===== config.mk =====
export PLATFORM = sky130hd
export DESIGN_NAME = sram_spi_responder
export DESIGN_NICKNAME = d
export VERILOG_FILES = /design/src/rtl/sram_spi_responder_pkg.sv /design/src/rtl/sram_spi_responder_word_array.sv /design/src/rtl/sram_spi_responder.sv
export SDC_FILE = /design/constraint.sdc
export NUM_CORES = 1
export LEC_CHECK = 0
export ABC_AREA = 0
export BUFFER_PORTS_ARGS = -buffer_cell sky130_fd_sc_hd__buf_2
export CAP_MARGIN = 25
export CORE_UTILIZATION = 35
export DETAILED_ROUTE_END_ITERATION = 7
export GPL_ROUTABILITY_DRIVEN = 0
export PLACE_DENSITY = 0.56
export SLEW_MARGIN = 40
export SYNTH_ARGS = -nofsm -noshare
export SYNTH_HDL_FRONTEND = slang
export SYNTH_SLANG_ARGS = --single-unit

===== constraint.sdc =====
create_clock -name clk -period 3.93 [get_ports clk]
set_input_delay 0.393 -clock clk [delete_from_list [all_inputs] [get_ports clk]]
set_output_delay 0.393 -clock clk [all_outputs]
set_load 0.03 [all_outputs]

===== src/rtl/sram_spi_responder_pkg.sv =====
// Shared defines for the SPI-attached SRAM responder and memory_controller.
// Holds the serial protocol opcodes and field lengths; no ports.
package sram_spi_responder_pkg;

    localparam logic [7:0] OP_READ     = 8'h03;
    localparam logic [7:0] OP_WRITE    = 8'h02;
    localparam int         CMD_LEN     = 8;
    localparam int         ADDRESS_LEN = 24;
    localparam int         WORD_SIZE   = 16;
    localparam int         BIT_CNT_W   = 5;

endpackage


===== src/rtl/sram_spi_responder_word_array.sv =====
// sram_word_array: word storage for the SPI SRAM responder.
// One synchronous write port and one asynchronous read port.
// Contents are not reset.
//   clk   : clock, write on posedge
//   we    : write enable
//   waddr : write address
//   wdata : write data
//   raddr : read address
//   rdata : read data (combinational from raddr)
module sram_word_array #(
    parameter int ADDR_BITS = 5,
    parameter int WORD_SIZE = 16
) (
    input  logic                 clk,
    input  logic                 we,
    input  logic [ADDR_BITS-1:0] waddr,
    input  logic [WORD_SIZE-1:0] wdata,
    input  logic [ADDR_BITS-1:0] raddr,
    output logic [WORD_SIZE-1:0] rdata
);

    localparam int DEPTH = 1 << ADDR_BITS;

    logic [WORD_SIZE-1:0] mem [DEPTH];

    always_ff @(posedge clk) begin
        if (we) begin
            mem[waddr] <= wdata;
        end
    end

    assign rdata = mem[raddr];

endmodule


===== src/rtl/sram_spi_responder.sv =====
// SPI-style serial SRAM responder. A transaction is framed by cs low:
// 8-bit command (MSB first), 24-bit address (MSB first, only the low
// ADDR_BITS kept), then a burst of data words shifted LSB first.
// Reads and writes auto-increment the word address with wrap-around.
//   clk   : clock, all logic on posedge
//   rst_n : synchronous active-low reset (qualified by ena)
//   ena   : clock enable; when low everything holds and so reads 0
//   cs    : chip select, active low
//   si    : serial data in
//   so    : serial data out (registered, 0 outside READ)
//   busy  : registered, high while a transaction is in progress
//
// state    | meaning
// S_IDLE   | waiting for cs low; first sampled bit is command bit 7
// S_CMD    | shifting remaining command bits
// S_ADDR   | shifting 24 address bits
// S_WRITE  | shifting write data, one word per WORD_SIZE bits
// S_READ   | driving read data on so, LSB first, sequential burst
// S_IGNORE | unknown command; waiting for cs high
module sram_spi_responder #(
    parameter int ADDR_BITS = 5,
    parameter int WORD_SIZE = 16
) (
    input  logic clk,
    input  logic rst_n,
    input  logic ena,
    input  logic cs,
    input  logic si,
    output logic so,
    output logic busy
);

    import sram_spi_responder_pkg::*;

    typedef enum logic [2:0] {
        S_IDLE,
        S_CMD,
        S_ADDR,
        S_WRITE,
        S_READ,
        S_IGNORE
    } state_t;

    localparam logic [BIT_CNT_W-1:0] CMD_LAST  = BIT_CNT_W'(CMD_LEN - 1);
    localparam logic [BIT_CNT_W-1:0] ADDR_LAST = BIT_CNT_W'(ADDRESS_LEN - 1);
    localparam logic [BIT_CNT_W-1:0] WORD_LAST = BIT_CNT_W'(WORD_SIZE - 1);

    state_t               state, state_nxt;
    logic [BIT_CNT_W-1:0] bit_cnt, bit_cnt_nxt;
    logic [ADDR_BITS-1:0] addr, addr_nxt;
    logic [6:0]           cmd_sr, cmd_sr_nxt;
    logic [WORD_SIZE-2:0] wr_sr, wr_sr_nxt;
    logic                 op_read, op_read_nxt;
    logic                 so_q, so_nxt;
    logic                 busy_q, busy_nxt;
    // Cleared by reset; a transaction may only start after cs has been
    // seen high, so a reset inside a frame cannot resume mid-frame.
    logic                 armed, armed_nxt;

    logic [7:0]           cmd_full;
    logic [ADDR_BITS-1:0] addr_shift;
    logic [ADDR_BITS-1:0] addr_inc;
    logic [ADDR_BITS-1:0] rd_addr;
    logic [WORD_SIZE-1:0] rd_data;
    logic [WORD_SIZE-1:0] wr_word;
    logic                 mem_we;

    assign cmd_full   = {cmd_sr, si};
    assign addr_shift = {addr[ADDR_BITS-2:0], si};
    assign addr_inc   = addr + ADDR_BITS'(1);
    assign wr_word    = {si, wr_sr};

    // Read address looks ahead: the word being loaded into so on this edge
    // is the freshly completed address, or the next word at a burst boundary.
    always_comb begin
        rd_addr = addr;
        if (state == S_ADDR) begin
            rd_addr = addr_shift;
        end else if (state == S_READ && bit_cnt == WORD_LAST) begin
            rd_addr = addr_inc;
        end
    end

    sram_word_array #(
        .ADDR_BITS (ADDR_BITS),
        .WORD_SIZE (WORD_SIZE)
    ) u_array (
        .clk   (clk),
        .we    (mem_we && ena && rst_n),
        .waddr (addr),
        .wdata (wr_word),
        .raddr (rd_addr),
        .rdata (rd_data)
    );

    always_comb begin
        state_nxt   = state;
        bit_cnt_nxt = bit_cnt;
        addr_nxt    = addr;
        cmd_sr_nxt  = cmd_sr;
        wr_sr_nxt   = wr_sr;
        op_read_nxt = op_read;
        armed_nxt   = armed;
        so_nxt      = 1'b0;
        mem_we      = 1'b0;

        if (cs) begin
            state_nxt   = S_IDLE;
            bit_cnt_nxt = '0;
            armed_nxt   = 1'b1;
        end else begin
            case (state)
                S_IDLE: begin
                    if (armed) begin
                        cmd_sr_nxt  = {6'b0, si};
                        bit_cnt_nxt = BIT_CNT_W'(1);
                        state_nxt   = S_CMD;
                    end
                end
                S_CMD: begin
                    cmd_sr_nxt = cmd_full[6:0];
                    if (bit_cnt == CMD_LAST) begin
                        bit_cnt_nxt = '0;
                        if (cmd_full == OP_READ) begin
                            op_read_nxt = 1'b1;
                            state_nxt   = S_ADDR;
                        end else if (cmd_full == OP_WRITE) begin
                            op_read_nxt = 1'b0;
                            state_nxt   = S_ADDR;
                        end else begin
                            state_nxt   = S_IGNORE;
                        end
                    end else begin
                        bit_cnt_nxt = bit_cnt + BIT_CNT_W'(1);
                    end
                end
                S_ADDR: begin
                    addr_nxt = addr_shift;
                    if (bit_cnt == ADDR_LAST) begin
                        bit_cnt_nxt = '0;
                        if (op_read) begin
                            so_nxt    = rd_data[0];
                            state_nxt = S_READ;
                        end else begin
                            state_nxt = S_WRITE;
                        end
                    end else begin
                        bit_cnt_nxt = bit_cnt + BIT_CNT_W'(1);
                    end
                end
                S_WRITE: begin
                    wr_sr_nxt = wr_word[WORD_SIZE-1:1];
                    if (bit_cnt == WORD_LAST) begin
                        mem_we      = 1'b1;
                        addr_nxt    = addr_inc;
                        bit_cnt_nxt = '0;
                    end else begin
                        bit_cnt_nxt = bit_cnt + BIT_CNT_W'(1);
                    end
                end
                S_READ: begin
                    if (bit_cnt == WORD_LAST) begin
                        addr_nxt    = addr_inc;
                        so_nxt      = rd_data[0];
                        bit_cnt_nxt = '0;
                    end else begin
                        so_nxt      = |(rd_data & (WORD_SIZE'(1) << (bit_cnt + BIT_CNT_W'(1))));
                        bit_cnt_nxt = bit_cnt + BIT_CNT_W'(1);
                    end
                end
                S_IGNORE: begin
                end
                default: begin
                    state_nxt = S_IDLE;
                end
            endcase
        end

        busy_nxt = (state_nxt != S_IDLE);
    end

    always_ff @(posedge clk) begin
        if (ena) begin
            if (!rst_n) begin
                state   <= S_IDLE;
                bit_cnt <= '0;
                addr    <= '0;
                cmd_sr  <= '0;
                wr_sr   <= '0;
                op_read <= 1'b0;
                so_q    <= 1'b0;
                busy_q  <= 1'b0;
                armed   <= 1'b0;
            end else begin
                state   <= state_nxt;
                bit_cnt <= bit_cnt_nxt;
                addr    <= addr_nxt;
                cmd_sr  <= cmd_sr_nxt;
                wr_sr   <= wr_sr_nxt;
                op_read <= op_read_nxt;
                so_q    <= so_nxt;
                busy_q  <= busy_nxt;
                armed   <= armed_nxt;
            end
        end
    end

    assign so   = so_q && ena;
    assign busy = busy_q;

endmodule

==> impl_metrics.ini <==
[run_status]
violations = setup timing
status = finished, violations left

[worst_setup_path]
crit_path_frequent_cell = buf_4
slowest_delay_ns = 0.45
crit_required_ns = 4.32
r2r-start = bit_cnt[0]
arrival_ns = 4.35
critPathKind = reg -> reg
path_cells = ha_2 > nand3_2 > inv_2 > ha_4 > and4bb_2 > a221oi_2 > buf_4 > and2_4 > buf_4 > buf_4 > nand2_1 > nand3_1 > and3_1 > a311oi_1 > buf_4 > o21ai_0 > and4b_1 > a21o_1
critPathBufInv = 5
crit_family = simple AND/OR/NAND/NOR gates
start_kind = flop
worstSetupEndpointType = flop
critPathSlowestCell = a311oi_1
worstSetupStartpoint = bit_cnt[0]
crit_fanout = 16

[floorplan]
die_y_um = 259
die_w_um = 259
start_util = 0.356
io_pins = 7
core_area_mm2 = 0.0649
dieArea_mm2 = 0.0671
core.rowCount = 93

[timing]
finalMaxSlewViolations = 0
max_freq_ghz = 0.253
rsz0062_at_grt = true
clock-skew-final_ns = 0.0344
min_period_over_period = 1.01
fin_ws_ns = -0.0293
hold_violations = 0
slew_headroom = 0.473
tightest_slew_ns = 0.783
fin_crit_ns = 3.96
setup_viol = 1

[synth]
synth_top_cell_by_area = edfxtp_1
yosys_warnings = 0
synth_area_leaders = edfxtp_1, nand2_1, mux2i_1
synth_seq_cells = 551
synth_common_cells = edfxtp_1, nand2_1, nand3_1, mux2i_1, nor2_1
yosysUniqueCellTypes = 77
async_flop_share = 0
synth_top_area_frac = 0.715
yosysMostFrequentCell = edfxtp_1
syn_inst = 1696
synth_nets = 1712
ys_seq_area_frac = 0.715
synthFlopType = edfxtp_1
synth_edf_count = 551
syn-cell-area_mm2 = 0.0231
avgSynthCellArea_um2 = 13.6

[routing]
wl_per_cell_um = 25.1
drtAntennaViolNets = 0
drc = 0
drt_iter0_drc = 2025
dr.pass1.iters = 6
via_count = 15600
viasPerCell = 5.55
wirelength_um = 70400

[global_routing]
grt.overflow.total = 0
grt_max_degree = 39
grt_pass1_wl_um = 103000
grt_pass1_vias = 15200
grt_antenna_before_repair = 1
grt_usage = 0.208

[hold_path]
hp-start = ena
worstHoldPathType = in -> reg

[clocking]
clock_path_buffers = 3
clkSinkCount = 551
clk_pin_slew_worst_paths_ns = 0.06
cts_tree = yes
cts_buffers = 56
clkLatencyLatePin_ns = 0.63
root_buffer = clkbuf_16
htreeDepth = 2

[placed_design]
place_inst = 2682
dp_slack_ns = -0.376
dp_hpwl_um = 44700
io_buffers = 6

[power_and_ir_drop]
power.leakage_nw = 10.0
finalPower_mw = 13.5
powerDensity_mw_per_mm2 = 472
peakVddDrop_mv = 0.281

[cells_and_area]
drive_gt1_frac = 0.230
nets = 1923
fin_cells = 2809
antenna_cells = 0
syn2layout_area_growth_pct = 23.3

[job]
max_cap_violations = 0
final timing paths:
kind	to	slack, ns	depth (start not counted)
min reg2reg	cmd_sr[1]	0.56	1
min	state[1]	0.17	1
max reg2reg	so_q	-0.03	18
max	so_q	-0.03	18
routing by layer:
layer | global-route usage | part of all wire
met1 | 0.287 | 0.42
met2 | 0.335 | 0.47
met3 | 0.0350 | 0.079
met4 | 0.0679 | 0.032
met5 | 0 | 0
cell type report:
cell class	count	area (um^2)
fillers	5807	36400
inverters	9	33.8
multi-input cells	1033	6530
well taps	855	1070
clock buffers	65	1440
repair buffers	256	2470
clock inverters	40	442
flip-flops and latches	551	16500
cell usage in the layout (no fill, tap or decap), drive strengths merged, types with 20 or more instances in the layout:
cell type / count
edfxtp: 551
nand2: 359
buf: 251
nand3: 169
mux2i: 88
nor2: 79
clkbuf: 67
and2: 31
a21oi: 25
clkinv: 25
and3: 24
nand4: 20
kinds of logic (layout without fill, tap and decap cells):
| kind of cell | count (synthesis) | in the layout | share of synthesized area |
|---|---|---|---|
| AND/OR/NAND/NOR | 726 | 726 | 0.142 |
| buffers and inverters | 112 | 370 | 0.0223 |
| adder cells (fa/ha/maj) | 11 | 11 | 0.00595 |
| flip-flops | 551 | 551 | 0.715 |
| AO/OA/AOI/OAI | 187 | 187 | 0.0606 |
| XOR/XNOR | 7 | 7 | 0.00265 |
| multiplexers | 102 | 102 | 0.0509 |
registers in the layout, summed over array words and instances (netlist names):
name	cells
u_array.mem	512
addr	5
busy	1
so_q	1
armed	1
cmd_sr	7
state	3
bit_cnt	5
wr_sr	15
op_read	1
repair_timing:
action / in CTS / in global routing
hold buffers: 0 / 0
resized for setup: 51 / 23
pin swaps: 15 / 19
setup endpoints to repair: 1 / 1
cloned: 3 / 2
setup buffers: 8 / 9
worst reg2reg max path: cells and delay by family, from the launching register on:
family / cells / cell delay [ns]
AND/OR/NAND/NOR: 7 / 1.26
AO/OA/AOI/OAI: 4 / 0.89
buffers and inverters: 5 / 0.85
flip-flops: 1 / 0.37
adder cells (fa/ha/maj): 2 / 0.35
stage by stage:
step	cell area [um^2]	util	hold slack, ns	setup TNS (ns)
finish	28500	0.439	0.173	-0.0293
global route	28500	0.439	0.163	-0.127
CTS	28300	0.435	0.150	0
detailed placement	26000	0.400	0.540	-0.376
global placement	25900	0.398	0.538	-0.399
floorplan	23100	-	0.492	0
where the power goes:
part / total [mW] / switching [mW] / internal [mW]
Combinational: 1.48 / 0.889 / 0.595
Clock: 5.49 / 2.33 / 3.16
Sequential: 6.49 / 0.0220 / 6.47
Note: power is estimated with default switching activity, not from simulation.
